[src/rtl/seg_scan_driver.sv]
// seg_scan_driver: time-multiplexes main/sub countdown times and the
// controller state onto an 8-digit common-anode 7-segment display.
// Inputs are snapshotted once per frame (idx 7->0 wrap) so a frame never tears.
// Optional macro LEADING_ZERO_BLANK_EN: blank a zero tens digit instead of "0".
module seg_scan_driver #(
    parameter int unsigned CLK_DIV = 100000
) (
    input  logic       clk,
    input  logic       Reset,
    input  logic [6:0] main_rest_time,
    input  logic [6:0] sub_rest_time,
    input  logic [3:0] control_state,
    input  logic       disp_en,
    output logic [7:0] SIG_C,
    output logic [7:0] AN,
    output logic       frame_tick
);

    localparam int unsigned DIV_W = (CLK_DIV > 2) ? $clog2(CLK_DIV) : 1;
    localparam logic [DIV_W-1:0] DIV_LAST = DIV_W'(CLK_DIV - 1);

    localparam logic [7:0] SEG_DASH  = 8'hBF;
    localparam logic [7:0] SEG_BLANK = 8'hFF;

    logic [DIV_W-1:0] div_q, div_d;
    logic [2:0]       idx_q, idx_d;
    logic [6:0]       main_q, main_d;
    logic [6:0]       sub_q, sub_d;
    logic [3:0]       state_q, state_d;
    logic [7:0]       an_q, an_d;
    logic [7:0]       seg_q, seg_d;
    logic             tick_q, tick_d;

    logic             div_term;
    logic             frame_wrap;
    logic [7:0]       slot_seg;

    // Hex digit to active-low segment code (dp off).
    function automatic logic [7:0] hex_seg(input logic [3:0] v);
        logic [7:0] s;
        case (v)
            4'h0: s = 8'hC0;
            4'h1: s = 8'hF9;
            4'h2: s = 8'hA4;
            4'h3: s = 8'hB0;
            4'h4: s = 8'h99;
            4'h5: s = 8'h92;
            4'h6: s = 8'h82;
            4'h7: s = 8'hF8;
            4'h8: s = 8'h80;
            4'h9: s = 8'h90;
            4'hA: s = 8'h88;
            4'hB: s = 8'h83;
            4'hC: s = 8'hC6;
            4'hD: s = 8'hA1;
            4'hE: s = 8'h86;
            default: s = 8'h8E;
        endcase
        return s;
    endfunction

    // Tens digit of a 0..99 value; out-of-range values show a dash.
    function automatic logic [7:0] tens_seg(input logic [6:0] v);
        logic [3:0] t;
        logic [7:0] s;
        t = 4'(v / 7'd10);
        if (v > 7'd99) begin
            s = SEG_DASH;
        end else begin
            s = hex_seg(t);
`ifdef LEADING_ZERO_BLANK_EN
            if (t == 4'd0) begin
                s = SEG_BLANK;
            end
`endif
        end
        return s;
    endfunction

    // Ones digit of a 0..99 value; out-of-range values show a dash.
    function automatic logic [7:0] ones_seg(input logic [6:0] v);
        logic [7:0] s;
        if (v > 7'd99) begin
            s = SEG_DASH;
        end else begin
            s = hex_seg(4'(v % 7'd10));
        end
        return s;
    endfunction

    // Slot divider, digit index and per-frame input snapshot.
    always_comb begin
        div_term   = (div_q == DIV_LAST);
        frame_wrap = div_term && (idx_q == 3'd7);
        div_d      = div_term ? '0 : div_q + DIV_W'(1);
        idx_d      = div_term ? idx_q + 3'd1 : idx_q;
        main_d     = main_q;
        sub_d      = sub_q;
        state_d    = state_q;
        tick_d     = frame_wrap;
        if (frame_wrap) begin
            main_d  = main_rest_time;
            sub_d   = sub_rest_time;
            state_d = control_state;
        end
    end

    // Segment pattern for the slot that will be active after this edge.
    always_comb begin
        slot_seg = SEG_BLANK;
        case (idx_d)
            3'd0: slot_seg = tens_seg(main_d);
            3'd1: slot_seg = ones_seg(main_d);
            3'd2: slot_seg = tens_seg(sub_d);
            3'd3: slot_seg = ones_seg(sub_d);
            3'd4: slot_seg = hex_seg(state_d);
            default: slot_seg = SEG_BLANK;
        endcase
    end

    // Anode/segment drive; dark in div==0 so the digit change never ghosts.
    always_comb begin
        an_d  = 8'hFF;
        seg_d = SEG_BLANK;
        if (disp_en && (div_d != '0)) begin
            an_d  = ~(8'h80 >> idx_d);
            seg_d = slot_seg;
        end
    end

    // State and output registers.
    always_ff @(posedge clk or posedge Reset) begin
        if (Reset) begin
            div_q   <= '0;
            idx_q   <= 3'd0;
            main_q  <= 7'd0;
            sub_q   <= 7'd0;
            state_q <= 4'd0;
            an_q    <= 8'hFF;
            seg_q   <= 8'hFF;
            tick_q  <= 1'b0;
        end else begin
            div_q   <= div_d;
            idx_q   <= idx_d;
            main_q  <= main_d;
            sub_q   <= sub_d;
            state_q <= state_d;
            an_q    <= an_d;
            seg_q   <= seg_d;
            tick_q  <= tick_d;
        end
    end

    assign SIG_C      = seg_q;
    assign AN         = an_q;
    assign frame_tick = tick_q;

endmodule
[config.mk]
export PLATFORM = sky130hd
export DESIGN_NAME = seg_scan_driver
export DESIGN_NICKNAME = d
export VERILOG_FILES = /design/src/rtl/seg_scan_driver.sv
export SDC_FILE = /design/constraint.sdc
export NUM_CORES = 1
export LEC_CHECK = 0
export CAP_MARGIN = 30
export CORE_MARGIN = 3
export CORE_UTILIZATION = 60
export DETAILED_ROUTE_END_ITERATION = 12
export PLACE_DENSITY = 0.9
export SKIP_LAST_GASP = 1
export SLEW_MARGIN = 30
export SYNTH_ARGS = -nofsm -noshare
export SYNTH_HDL_FRONTEND = slang
export SYNTH_SLANG_ARGS = --single-unit
export TNS_END_PERCENT = 30
[constraint.sdc]
create_clock -name clk -period 15 [get_ports clk]
set_input_delay 2.25 -clock clk [delete_from_list [all_inputs] [get_ports clk]]
set_output_delay 2.25 -clock clk [all_outputs]
set_load 0.01 [all_outputs]
==> reports/results.tsv <==
stage	metric	value	unit
outcome	status	finished clean	
detailed_routing	initial DRC count	475	
sta	Worst slew margin	0.407	
floorplan	chip width	100	um
floorplan	Rows	33	
sta	Worst Skew	0.00943	ns
sta	RSZ-0062 raised after global routing	no	
logic_synthesis	synth unique cells	89	
cells_and_area	non-filler cells in the finished layout	786	
cells_and_area	share of post-route cells with drive strength above 1	0.0925	
global_routing	GR Util All Layers	0.283	
cts	root buffer cell	clkbuf_8	
logic_synthesis	synthesized area	5320	sq um
detailed_routing	wire per inst	18.2	um
detailed_routing	M1 wire length	6.02	mm
cts	post-CTS setup repair buffer count	0	
logic_synthesis	Syn. warnings	0	
floorplan	DIE AREA	10000	sq um
floorplan	num ports	38	
power	PwrDens	51.6	nW/um^2
global_routing	grt ovf	0	
sta	Final Hold Vio Count	0	
worst_setup_path	Critical Path Sink Type	register	
detailed_routing	drt first pass iters	7	
power	Leakage	2.49	nW
place	hpwl dp	10.6	mm
sta	final worst-path cycle share	0.467	
cells_and_area	fillers	696	
cts	H-tree Lvls	2	
flow_run	# Max-Cap Violations	0	
cts	CTS Buf Count	5	
detailed_routing	total wire length	14.3	mm
detailed_routing	Top Metal Used	met4	
place	placed cells	778	
detailed_routing	via/cell ratio	6.72	
worst_hold_path	worst min path class	register to register	
cells_and_area	area occupied by multi-input gates	3640	sq um
place	Final Wtd Congestion	1.03	
cts	clk slew on worst S/H paths	0.11	ns
global_routing	initial antenna violation count	0	
floorplan	Die H	100	um
worst_setup_path	CP max FO	7	
logic_synthesis	Cells after Synth	665	
worst_setup_path	reg2reg path depth	25	
detailed_routing	post-route ant nets	0	
logic_synthesis	synthesized flop and latch total	54	
logic_synthesis	synthesized area per cell	7.99	sq um
cells_and_area	Antenna Diode Count	0	
cells_and_area	Nets	733	
logic_synthesis	most common flop cell mapped by yosys	dfrtp_1	
logic_synthesis	ys async rst share	1.00	
sta	number of slew-limit violations in the final report	0	
sta	Fmax achieved	0.143	GHz
detailed_routing	total number of vias	5284	
floorplan	core area	8420	sq um
worst_setup_path	CP arrival	7.23	ns
logic_synthesis	syn nets	718	
worst_setup_path	WS Path Type	input pin to register	
cts	Clk Latency, worst-skew pair	0.32	ns
cts	CTS resizes	0	
cells_and_area	register area	1370	sq um
logic_synthesis	EDFF count, synth	0	
worst_setup_path	crit start category	input pin	
global_routing	vias in the first global route	4955	
logic_synthesis	sequential element share of the synthesized area	0.258	
detailed_routing	WL met2	6.54	mm
detailed_routing	# DRC	0	
cts	Clock Path Buffers	2	
place	I/O Buffers	36	
power	Max VDD drop	0.0000381	V
cts	# clock sinks	54	
cts	cts hold-fix bufs	0	
floorplan	effective utilization at floorplan	0.631	
worst_hold_path	hold depth	1	
cts	TritonCTS clock tree	built	
global_routing	largest net degree at the start of global routing	55	
sta	Worst Max-Slew Pin Slew	0.886	ns
sta	post-layout min period	7.00	ns
detailed_routing	metal3 WL	1.35	mm
worst_setup_path	WP data required	15.23	ns
sta	# setup viols final	0	
cells_and_area	area grow syn2layout	9.44	%
sta	setup TNS	0	ns
global_routing	first-pass GRT wire length	23.3	mm
placed cells by master, fill, tap and decap left out, types with 18 or more instances in the layout:
master            n
nor2_1           54
o21ai_0          46
nand2_1          58
nand3_1          28
inv_1            36
a21oi_1          41
nand2b_1         18
nor3_1           23
ha_1             32
mux2i_1          25
clkdlybuf4s50_1  36
dfrtp_1          39
logic make-up (layout without fill, tap and decap cells):
kind of cell	Yosys count	after routing	synth area share
compound gates	204	204	0.262
xor+xnor	29	29	0.0478
fa+ha+maj	32	32	0.0753
buf+inv	74	90	0.0591
flops	54	54	0.258
mux	35	35	0.0718
other cells	1	1	0.000706
simple gates	236	236	0.225
metal layers:
| metal | track usage | vias up |
|---|---|---|
| met5 | 0 | - |
| met4 | 0.102 | 0 |
| met3 | 0.0612 | 40 |
| met2 | 0.452 | 338 |
| met1 | 0.380 | 2430 |
| li1 | - | 2476 |
final timing paths:
path | slack [ns] | end | startpoint
min in group asynchronous | 2.44 | state_q[0] | Reset
worst min register to register | 0.51 | div_q[0] | div_q[0]
worst max-delay path | 8.00 | SIG_C[0] | sub_rest_time[4]
max in group asynchronous | 12.10 | sub_q[4] | Reset
worst min-delay path | 0.51 | div_q[0] | div_q[0]
worst max register to register | 8.38 | SIG_C[0] | div_q[0]
cell usage after synthesis (4+ instances only):
| library cell | count | area (sq um) |
|---|---|---|
| nand2_1 | 58 | 218 |
| nor2_1 | 54 | 203 |
| o21ai_0 | 46 | 230 |
| a21oi_1 | 42 | 210 |
| dfrtp_1 | 39 | 976 |
| inv_1 | 37 | 139 |
| ha_1 | 32 | 400 |
| nand3_1 | 28 | 140 |
| mux2i_1 | 26 | 260 |
| nor3_1 | 23 | 115 |
| nand2b_1 | 18 | 113 |
| clkbuf_1 | 17 | 63.8 |
| a211oi_1 | 15 | 113 |
| dfstp_2 | 15 | 394 |
| o211ai_1 | 15 | 113 |
| xnor2_1 | 15 | 131 |
| xor2_1 | 14 | 123 |
| a31oi_1 | 13 | 81.3 |
| buf_2 | 10 | 50.1 |
| o22ai_1 | 7 | 43.8 |
| and2_1 | 6 | 37.5 |
| and3_1 | 6 | 37.5 |
| nand4_1 | 6 | 37.5 |
| o221ai_1 | 6 | 52.6 |
| a311oi_1 | 5 | 43.8 |
| mux2_2 | 5 | 56.3 |
| o21ai_1 | 5 | 25.0 |
| o31ai_1 | 5 | 37.5 |
| nor2b_1 | 4 | 25.0 |
| o311ai_1 | 4 | 35.0 |
| or3_1 | 4 | 25.0 |
critical path: stages:
cell	delay, ns
clkdlybuf4s50_1	0.44
mux2i_1	0.35
inv_1	0.11
ha_1	0.26
o21ai_0	0.21
xor2_1	0.38
nand2_1	0.11
o21ai_0	0.36
a22o_1	0.21
a211oi_2	0.08
nand2_2	0.15
inv_2	0.08
ha_1	0.25
nor3_1	0.50
o21ai_0	0.20
nand2_1	0.23
inv_1	0.09
ha_1	0.24
a211oi_1	0.22
a311oi_1	0.09
nor3_1	0.24
o311ai_1	0.16
cell type report:
class / count / share of cell area
clock buffer: 5 / 0.0118
multi-input combinational: 537 / 0.626
clock inverter: 3 / 0.00817
tap: 105 / 0.0226
sequential: 54 / 0.236
timing repair buffer: 42 / 0.0697
inverter: 40 / 0.0260
report_power, final:
group,switching (mW),total [mW],internal [mW],leakage (nW)
clock,0.0536,0.104,0.0507,0.0587
sequential,0.000998,0.150,0.149,0.671
combinational,0.0271,0.0464,0.0193,1.76
per-stage QoR:
stage          cell area, sq um  power [mW]  setup WS (ns)  hold WS, ns  utilization
2_1_floorplan              5320       0.181           8.98        0.454            -
3_3_place_gp               5690       0.196           8.03        0.477        0.675
3_5_place_dp               5690       0.198           7.80        0.499        0.676
4_1_cts                    5810       0.302           8.12        0.514        0.690
5_1_grt                    5820       0.312           7.68        0.564        0.691
6_report                   5820       0.300           8.00        0.514        0.691
sequential cells by signal, indices dropped and copies added, names as in the netlist:
name	flops
SIG_C	7
idx_q	3
frame_tick	1
AN	8
main_q	7
div_q	17
state_q	4
sub_q	7
Power figures use the tool's default switching activity.
